**config.mk**
```make
export PLATFORM = sky130hd
export DESIGN_NAME = phase_slot_arbiter_flat
export DESIGN_NICKNAME = d
export VERILOG_FILES = /design/src/rtl/phase_slot_arbiter_if.sv /design/src/rtl/phase_slot_arbiter.sv /design/src/flat_wrapper.sv
export SDC_FILE = /design/constraint.sdc
export NUM_CORES = 1
export LEC_CHECK = 0
export CAP_MARGIN = 20
export CORE_MARGIN = 2
export CORE_UTILIZATION = 33
export CTS_CLUSTER_DIAMETER = 150
export CTS_CLUSTER_SIZE = 20
export DETAILED_ROUTE_END_ITERATION = 8
export GPL_TIMING_DRIVEN = 1
export HOLD_SLACK_MARGIN = 0.05
export PLACE_DENSITY = 0.72
export SLEW_MARGIN = 20
export SYNTH_ARGS = -nofsm -noshare
export SYNTH_HDL_FRONTEND = slang
export SYNTH_SLANG_ARGS = --single-unit
```
**constraint.sdc**
```tcl
create_clock -name i_clock -period 1.68 [get_ports i_clock]
set_input_delay 0.252 -clock i_clock [delete_from_list [all_inputs] [get_ports i_clock]]
set_output_delay 0.252 -clock i_clock [all_outputs]
set_load 0.05 [all_outputs]
```
**src/rtl/phase_slot_arbiter_if.sv**
```systemverilog
// Bundle between the requesters/phase synchroniser and phase_slot_arbiter.
// Carries the strobe, request, release and grant signals plus the FSM debug view.
interface phase_slot_arbiter_if #(
  parameter int NUM_REQ = 4,
  parameter int IDX_W   = 2,
  parameter int SLOT_W  = 4
);
  // Handshake: a request is a level held in i_req; it is accepted only on a
  // cycle where one i_periodPhased strobe is high and the arbiter is idle.
  // The grant is then held in o_grant until the grantee pulses i_done, drops
  // i_req, or runs out of strobe slots; one dead cycle follows every grant.
  logic [NUM_REQ-1:0] i_periodPhased;
  logic [NUM_REQ-1:0] i_req;
  logic [NUM_REQ-1:0] i_done;
  logic [SLOT_W-1:0]  i_maxSlots;
  logic [NUM_REQ-1:0] o_grant;
  logic [IDX_W-1:0]   o_grantIdx;
  logic               o_busy;
  logic               o_timeout;
  logic [1:0]         state_dbg;

  modport master (
    output i_periodPhased, i_req, i_done, i_maxSlots,
    input  o_grant, o_grantIdx, o_busy, o_timeout, state_dbg
  );

  modport slave (
    input  i_periodPhased, i_req, i_done, i_maxSlots,
    output o_grant, o_grantIdx, o_busy, o_timeout, state_dbg
  );
endinterface

```
**src/rtl/phase_slot_arbiter.sv**
```systemverilog
// Round-robin arbiter that starts grants only on phase strobes (IDLE/GRANT/RELEASE).
// Define PHASE_SLOT_ARBITER_TIMEOUT_EN to enable the strobe-slot timeout.
module phase_slot_arbiter #(
  parameter int NUM_REQ = 4,
  parameter int IDX_W   = 2,
  parameter int SLOT_W  = 4
) (
  input logic                 i_clock,
  input logic                 i_reset,
  phase_slot_arbiter_if.slave bus
);
  typedef enum logic [1:0] {
    S_IDLE    = 2'd0,
    S_GRANT   = 2'd1,
    S_RELEASE = 2'd2
  } state_t;

  state_t             state_q, state_d;
  logic [NUM_REQ-1:0] grant_q;
  logic [IDX_W-1:0]   idx_q;
  logic [IDX_W-1:0]   winner;
  int                 rr_cand;
  logic               any_strobe;
  logic               start;
  logic               done_hit;
  logic               timeout_hit;
  logic               release_hit;
  logic               timeout_pulse;

  assign any_strobe  = |bus.i_periodPhased;
  assign start       = (state_q == S_IDLE) && any_strobe && (|bus.i_req);
  // A dropped request is treated exactly like a done pulse.
  assign done_hit    = bus.i_done[idx_q] || !bus.i_req[idx_q];
  assign release_hit = done_hit || timeout_hit;

  // Scan from the farthest candidate back to idx_q+1 so the nearest one wins.
  always_comb begin
    winner  = idx_q;
    rr_cand = 0;
    for (int k = NUM_REQ; k >= 1; k--) begin
      rr_cand = (int'(idx_q) + k) % NUM_REQ;
      if (bus.i_req[IDX_W'(rr_cand)]) winner = IDX_W'(rr_cand);
    end
  end

  always_ff @(posedge i_clock or negedge i_reset) begin
    if (!i_reset) state_q <= S_IDLE;
    else          state_q <= state_d;
  end

  always_comb begin
    state_d = state_q;
    case (state_q)
      S_IDLE:    if (start) state_d = S_GRANT;
      S_GRANT:   if (release_hit) state_d = S_RELEASE;
      S_RELEASE: state_d = S_IDLE;
      default:   state_d = S_IDLE;
    endcase
  end

  // idx_q doubles as the round-robin pointer: it already holds the grantee
  // when RELEASE is entered, so the pointer update is implicit.
  always_ff @(posedge i_clock or negedge i_reset) begin
    if (!i_reset) begin
      grant_q <= '0;
      idx_q   <= IDX_W'(NUM_REQ - 1);
    end else if (start) begin
      grant_q <= NUM_REQ'(1) << winner;
      idx_q   <= winner;
    end else if ((state_q == S_GRANT) && release_hit) begin
      grant_q <= '0;
    end
  end

`ifdef PHASE_SLOT_ARBITER_TIMEOUT_EN
  logic [SLOT_W-1:0] slot_q;
  logic [SLOT_W-1:0] max_q;
  logic              timeout_q;

  assign timeout_hit   = (max_q != '0) && (slot_q == max_q);
  assign timeout_pulse = timeout_q;

  // The selecting strobe lands in IDLE, so only strobes seen in GRANT count.
  always_ff @(posedge i_clock or negedge i_reset) begin
    if (!i_reset) begin
      slot_q    <= '0;
      max_q     <= '0;
      timeout_q <= 1'b0;
    end else begin
      timeout_q <= (state_q == S_GRANT) && timeout_hit && !done_hit;
      if (start) begin
        slot_q <= '0;
        max_q  <= bus.i_maxSlots;
      end else if (state_q == S_GRANT) begin
        if (any_strobe && (slot_q != '1)) slot_q <= slot_q + SLOT_W'(1);
      end else begin
        slot_q <= '0;
      end
    end
  end
`else
  logic [SLOT_W-1:0] unused_max_slots;

  assign unused_max_slots = bus.i_maxSlots;
  assign timeout_hit      = 1'b0;
  assign timeout_pulse    = 1'b0;
`endif

  always_comb begin
    bus.o_grant    = grant_q;
    bus.o_grantIdx = idx_q;
    bus.o_busy     = (state_q != S_IDLE);
    bus.o_timeout  = timeout_pulse;
    bus.state_dbg  = state_q;
  end
endmodule

```
**src/flat_wrapper.sv**
```systemverilog
// flat-port wrapper written by rule: the top's interface ports become plain ports
module phase_slot_arbiter_flat 
#(
  parameter int NUM_REQ = 4,
  parameter int IDX_W   = 2,
  parameter int SLOT_W  = 4
)
  (i_clock, i_reset, bus_i_periodPhased, bus_i_req, bus_i_done, bus_i_maxSlots, bus_o_grant, bus_o_grantIdx, bus_o_busy, bus_o_timeout, bus_state_dbg);
  phase_slot_arbiter_if #(.NUM_REQ(NUM_REQ), .IDX_W(IDX_W), .SLOT_W(SLOT_W)) bus_i ();
  input logic i_clock;
  input logic i_reset;
  input wire logic [$bits(bus_i.i_periodPhased)-1:0] bus_i_periodPhased;
  input wire logic [$bits(bus_i.i_req)-1:0] bus_i_req;
  input wire logic [$bits(bus_i.i_done)-1:0] bus_i_done;
  input wire logic [$bits(bus_i.i_maxSlots)-1:0] bus_i_maxSlots;
  output wire logic [$bits(bus_i.o_grant)-1:0] bus_o_grant;
  output wire logic [$bits(bus_i.o_grantIdx)-1:0] bus_o_grantIdx;
  output wire logic [$bits(bus_i.o_busy)-1:0] bus_o_busy;
  output wire logic [$bits(bus_i.o_timeout)-1:0] bus_o_timeout;
  output wire logic [$bits(bus_i.state_dbg)-1:0] bus_state_dbg;
  assign bus_i.i_periodPhased = bus_i_periodPhased;
  assign bus_i.i_req = bus_i_req;
  assign bus_i.i_done = bus_i_done;
  assign bus_i.i_maxSlots = bus_i_maxSlots;
  assign bus_o_grant = bus_i.o_grant;
  assign bus_o_grantIdx = bus_i.o_grantIdx;
  assign bus_o_busy = bus_i.o_busy;
  assign bus_o_timeout = bus_i.o_timeout;
  assign bus_state_dbg = bus_i.state_dbg;
  phase_slot_arbiter #(.NUM_REQ(NUM_REQ), .IDX_W(IDX_W), .SLOT_W(SLOT_W)) u_core (.i_clock(i_clock), .i_reset(i_reset), .bus(bus_i));
endmodule
```
==> results of run 1 <==
-- worst min-delay path by stage --
stage | cells after the start | slack [ns] | to | start
after floorplan | 0 | -0.04 | u_core.bus.o_grant[0] | i_reset
after global placement | 1 | 0.48 | u_core.bus.o_grant[0] | u_core.bus.o_grant[0]
after CTS | 1 | 0.27 | u_core.bus.o_grant[2] | i_reset
after detailed placement | 1 | 0.48 | u_core.bus.o_grant[0] | u_core.bus.o_grant[0]
final | 1 | 0.27 | u_core.bus.o_grant[0] | i_reset
after global routing | 1 | 0.28 | u_core.bus.state_dbg[0] | i_reset
-- registers in the layout, indices dropped and copies added (netlist names) --
name,count
u_core.bus.o_grant,4
u_core.bus.state_dbg,2
u_core.bus.o_grantIdx,2
-- through the flow --
step / instances / hold WS, ns / utilization (%) / total power, W
detailed placement: 91 / 0.4790 / 54.20 / 0.001530
finish: 96 / 0.2674 / 57.06 / 0.001720
CTS: 95 / 0.2719 / 55.97 / 0.001693
global route: 96 / 0.2811 / 57.06 / 0.001827
global placement: 91 / 0.4815 / 54.20 / 0.001516
floorplan: 46 / -0.04359 / - / 0.001122
-- synth_stat cells (all sizes together) (2+ instances only) --
library cell and count:
mux2i 2, nor4 3, nand2 3, o2bb2ai 2, or3 2, o21ai 2
a22o 2, buf 3, and4bb 2, nor2b 2, inv 2, dfstp 2
dfrtp 6
-- placed cells by master, fill, tap and decap left out, types with 3 or more instances in the layout --
cell type | synthesis | routed
buf_4 | 1 | 18
clkdlybuf4s50_1 | 0 | 13
dfrtp_1 | 6 | 6
nand2_1 | 3 | 3
clkbuf_4 | 0 | 3
-- what timing repair did --
item | in CTS | in global routing
buffers inserted | 0 | 1
resized for setup | 0 | 1
setup endpoints to repair | 0 | 2
-- area by class of cell --
| class | instances | area, um^2 |
|---|---|---|
| fill | 124 | 639.4 |
| timing repair buffer | 33 | 305.3 |
| multi-input combinational | 33 | 287.8 |
| sequential | 8 | 202.7 |
| clock buffer | 4 | 26.28 |
| tap | 16 | 20.02 |
| inverter | 2 | 7.507 |
-- routing by layer --
metal  up-vias  global-route usage (%)  wire length (um)
li1        240                       -                 -
met5         -                       0                 0
met1       226                   16.19               463
met2        14                   18.82               534
met3         2                   3.750                54
met4         0                   5.455                15
-- report_power, final --
group	internal (W)	switching, W
combinational	0.000540	0.000646
sequential	0.000295	0.0000812
clock	0.0000909	0.0000665
total	0.000926	0.000794
-- cells by family after synthesis --
logic type / share of synthesized area (%)
AO/OA/AOI/OAI: 16.71
buffers and inverters: 7.265
flip-flops: 39.22
multiplexers: 3.874
other: 0.7257
AND/OR/NAND/NOR: 32.20
==> metrics.cfg, run 1 <==
[worst_setup_path]
crit_arrival_ns = 1.77
worstSetupStartpoint = u_core.bus.o_grantIdx[1]
worst_r2r_endpoint = u_core.bus.o_grant[3]
critPathTopFamily = flip-flops
slowest_delay_ns = 0.56
reg2reg_from = u_core.bus.o_grantIdx[1]
reg2regPathDepth = 4
start_kind = flip-flop
reg2reg_slack_ns = 0.06
cp.required_ns = 1.83
path_buf_inv = 0
cp-endpoint = u_core.bus.o_grant[3]
worstPathCellList = and4bb_4 > nor4_4 > a31oi_4 > a22o_1
worstSetupPathType = reg2reg
worst_path_max_delay_cell = dfstp_2
crit_cells = 4
endpoint_kind = flip-flop
cp_max_fo = 4

[flow_run]
max-cap-violations = 0

[timing]
final.setup.worst_slack_ns = 0.05616
fmax_mhz = 615.8
final_max_slew_viol_count = 0
finalHoldViolCount = 0
setup_tns_ns = 0
period_minus_slack_ns = 1.624
rsz0062_at_grt = no
finalCritPeriodShare_pct = 96.66
skew_ns = 0.002144
setup_viol_count_final = 0

[placement]
io_buffers = 22
finalWeightedCongestion = 0.6651
place_hpwl_um = 886.4
place_area_um2 = 807.0
pre_cts_slack_ns = -0.1474

[hold_path]
hp-class = in2async

[yosys]
ys.flop_type = dfrtp_1
yosysSeqAreaShare_pct = 39.23
synth_edf_count = 0
synth-seq-cells = 8
syn-num-nets = 64
syn_avg_cell_area_um2 = 11.23
synth_area_leader_cell = dfrtp_1
async_reset_ff_share_pct = 100.0
synth_area_um2 = 516.7
synth_warnings = 0
synth_cell_type_count = 30
netlist_instances = 46
synth_top_area_share_pct = 29.06
synth_area_leaders = dfrtp_1 (29%), dfstp_2 (10%), buf_6 (4.4%), nor4_4 (4.1%), mux2i_1 (3.9%)

[grt]
grt_max_degree = 10
grt_pass1_wl_um = 1725
grt_pass1_vias = 393
grt_overflow = 0
grt_util_all_layers_pct = 12.38
antenna_found_initial = 0

[final_layout]
drive_gt1_share_pct = 41.25
n_antenna_cell = 0
final_area_um2 = 849.6
layout.nets = 99
area_growth_pct = 64.41

[power]
leakagePower_nw = 0.3795
powerDensity_nw_per_um2 = 2024
peakVddDrop_mv = 1.138

[clocking]
path_clk_slew_ns = 0.05
clockBufferDepth = 2
cts_sinks = 8
cts_hold_buffers = 0
cts-buffers-inserted = 3
htree_num_levels = 1
cts_root_buf = clkbuf_4
cts_tree = yes
clk_latency_ns = 0.26

[drt]
drtAntennaViolNets = 0
drt-wirelength-per-cell_um = 11.11
drt_wl_total_um = 1067
drt-initial-drc-count = 5
vias_per_cell = 5.021
drc = 0
num_vias = 482
dr.pass1.iters = 3

[floorplanning]
die_y_um = 43.57
start_util_pct = 34.71
fp.dieW_um = 43.57
core.rowCount = 14
core_area_um2 = 1489
die_area_um2 = 1898
io-pin-count = 28

[run_status]
status = completed

Power figures use the tool's default switching activity.
==> run 2, diff against run 1 <==
CORE_MARGIN = unset   (was 2)
==> run 2 against run 1 <==
Compared with the run above: clock skew rose by 0.0038 ns; maximum frequency is essentially flat; register-to-register slack about the same; critical path depth unchanged; non-clock buffer count is 2 lower; combinational power shrank 3%; count of clock-buffer cells in the layout did not move; via count shrank 1.5%; final area shrank 2.9%; die area decreased by 9.0%; critical path type unchanged; largest power group unchanged.
==> metrics.cfg, run 2 (same netlist as run 1, synthesis figures left out) <==
[timing]
fmax_mhz = 616.3  ; about the same
setup_tns_ns = 0  ; unchanged
skew_ns = 0.005954  ; +0.003810 ns
final_max_slew_viol_count = 0  ; unchanged
period_minus_slack_ns = 1.623  ; -0.001287 ns
finalHoldViolCount = 0  ; unchanged
setup_viol_count_final = 0  ; unchanged
finalCritPeriodShare_pct = 96.58  ; about the same
rsz0062_at_grt = yes

[grt]
grt_pass1_wl_um = 1966  ; +14%
grt_pass1_vias = 447  ; +14%
antenna_found_initial = 0  ; unchanged
grt_overflow = 0  ; unchanged
grt_max_degree = 10  ; unchanged
grt_util_all_layers_pct = 15.27  ; +2.9 points

[final_layout]
final_area_um2 = 824.5  ; -2.9%
layout.nets = 97  ; -2.0%
fillers = 114  ; -8.1%
final_common_cell = buf_4
final_cells = 93  ; -3.1%
area_growth_pct = 59.56
n_antenna_cell = 0  ; unchanged
layout_common_cells = buf_4 (16), clkdlybuf4s50_1 (13), dfrtp_1 (6)
largest_reg_flops = 4  ; unchanged
drive_gt1_share_pct = 39.74  ; -1.5 points

[clocking]
htree_num_levels = 1  ; unchanged
cts_resized = 0  ; unchanged
clk_latency_ns = 0.26  ; about the same
clockBufferDepth = 2  ; unchanged
path_clk_slew_ns = 0.06  ; about the same
cts_setup_buffers = 0  ; unchanged
cts_hold_buffers = 0  ; unchanged
cts-buffers-inserted = 3  ; unchanged
cts_sinks = 8  ; unchanged
cts_tree = yes
cts_root_buf = clkbuf_4

[drt]
drt-wirelength-per-cell_um = 11.65  ; +4.8%
drtAntennaViolNets = 0  ; unchanged
drt_wl_total_um = 1083  ; +1.5%
dr.pass1.iters = 3  ; unchanged
drc = 0  ; unchanged
vias_per_cell = 5.108  ; +1.7%
drt-initial-drc-count = 14  ; +9
num_vias = 475  ; -1.5%

[placement]
place_hpwl_um = 892.8  ; +0.72%
place_area_um2 = 798.3  ; -1.1%
finalWeightedCongestion = 0.7823  ; +18%
placed_cells = 89  ; -2.2%
io_buffers = 22  ; unchanged

[power]
p_int_w = 0.0009009  ; -2.7%
seqPwrFrac_pct = 22.3  ; +0.4 points
p_sw_w = 0.0007796  ; -1.8%
leakagePower_nw = 0.3686  ; -2.9%
power.share.combinational_pct = 68.3  ; -0.7 points
peakVddDrop_mv = 1.197  ; +5.2%
swShare_pct = 46.39  ; +0.23 points
p_clk_share_pct = 9.4  ; +0.2 points
powerDensity_nw_per_um2 = 2038  ; +0.69%

[floorplanning]
start_util_pct = 37.38  ; +2.7 points
die_area_um2 = 1728  ; -9.0%
die_y_um = 41.57  ; -4.6%
io-pin-count = 28  ; unchanged
core_area_um2 = 1383  ; -7.1%
fp.dieW_um = 41.57  ; -4.6%
core.rowCount = 13  ; -1

[hold_path]
hp-class = in2async

[worst_setup_path]
crit_arrival_ns = 1.76  ; about the same
start_kind = flip-flop
cp_max_fo = 7  ; +3
worst_path_max_delay_cell = dfstp_2
worstSetupPathType = reg2reg
cp.required_ns = 1.82  ; about the same
slowest_delay_ns = 0.58  ; +0.02 ns
endpoint_kind = flip-flop
worstPathCellList = and4bb_1 > nor4_4 > a31oi_2 > a22o_1

[flow_run]
max-cap-violations = 0  ; unchanged

[run_status]
status = completed

==> run 2: cell types whose count changed in the layout (fill, tap and decap cells not counted), sizes merged <==
cell	before	now
buf	20	18
==> run 2: layout make-up <==
type	count	area, um^2	share of cell area [%]
Sequential cell	8	202.7	24.58
Tap cell	15	18.77	2.276
Clock buffer	4	26.28	3.187
Timing Repair Buffer	31	290.3	35.20
Multi-Input combinational cell	33	279.0	33.84
Inverter	2	7.507	0.9105
==> run 2: path summary, 6_finish.rpt <==
path / startpoint / endpoint / slack, ns / cells past startpoint
setup / recovery: u_core.bus.o_grantIdx[0] / u_core.bus.o_grant[3] / 0.06 / 4
hold / removal: i_reset / u_core.bus.state_dbg[0] / 0.27 / 1
setup reg to reg: u_core.bus.o_grantIdx[0] / u_core.bus.o_grant[3] / 0.06 / 4
hold reg to reg: u_core.bus.o_grant[2] / u_core.bus.o_grant[2] / 0.49 / 1
max in group asynchronous: i_reset / u_core.bus.o_grantIdx[0] / 1.11 / 1
min in group i_clock: u_core.bus.o_grant[2] / u_core.bus.o_grant[2] / 0.49 / 1
==> run 2: power groups by stage <==
stage	sequential, W	combinational, W	clock (W)
after floorplan	0.000630	0.000492	0
after global placement	0.000373	0.00114	0
after detailed placement	0.000377	0.00115	0
after CTS	0.000376	0.00116	0.000166
after global routing	0.000387	0.00122	0.000184
final	0.000375	0.00115	0.000158
==> run 2: per-layer routing <==
layer	track usage [%]	wire length, um	share of wire (%)
met1	18.36	456	42
met3	8.261	73	6.7
met4	5.806	14	1.3
met5	0	0	0
met2	22.81	538	50
==> run 2: worst max-delay path: cells and delay by family (launching register included) <==
kind | cells | cell delay, ns
AOI/OAI and AO/OA | 2 | 0.42
and+or+nand+nor | 2 | 0.51
DFF | 1 | 0.58
==> run 2: per-stage QoR <==
step	setup WS (ns)	utilization (%)	power (W)	hold WS, ns
finish	0.05745	59.64	0.001681	0.2655
global route	-0.03103	59.64	0.001791	0.2805
CTS	0.04071	59.64	0.001700	0.2674
detailed placement	-0.1277	57.74	0.001528	0.4838
global placement	-0.1110	57.74	0.001516	0.4785
floorplan	-0.1260	-	0.001122	-0.04359
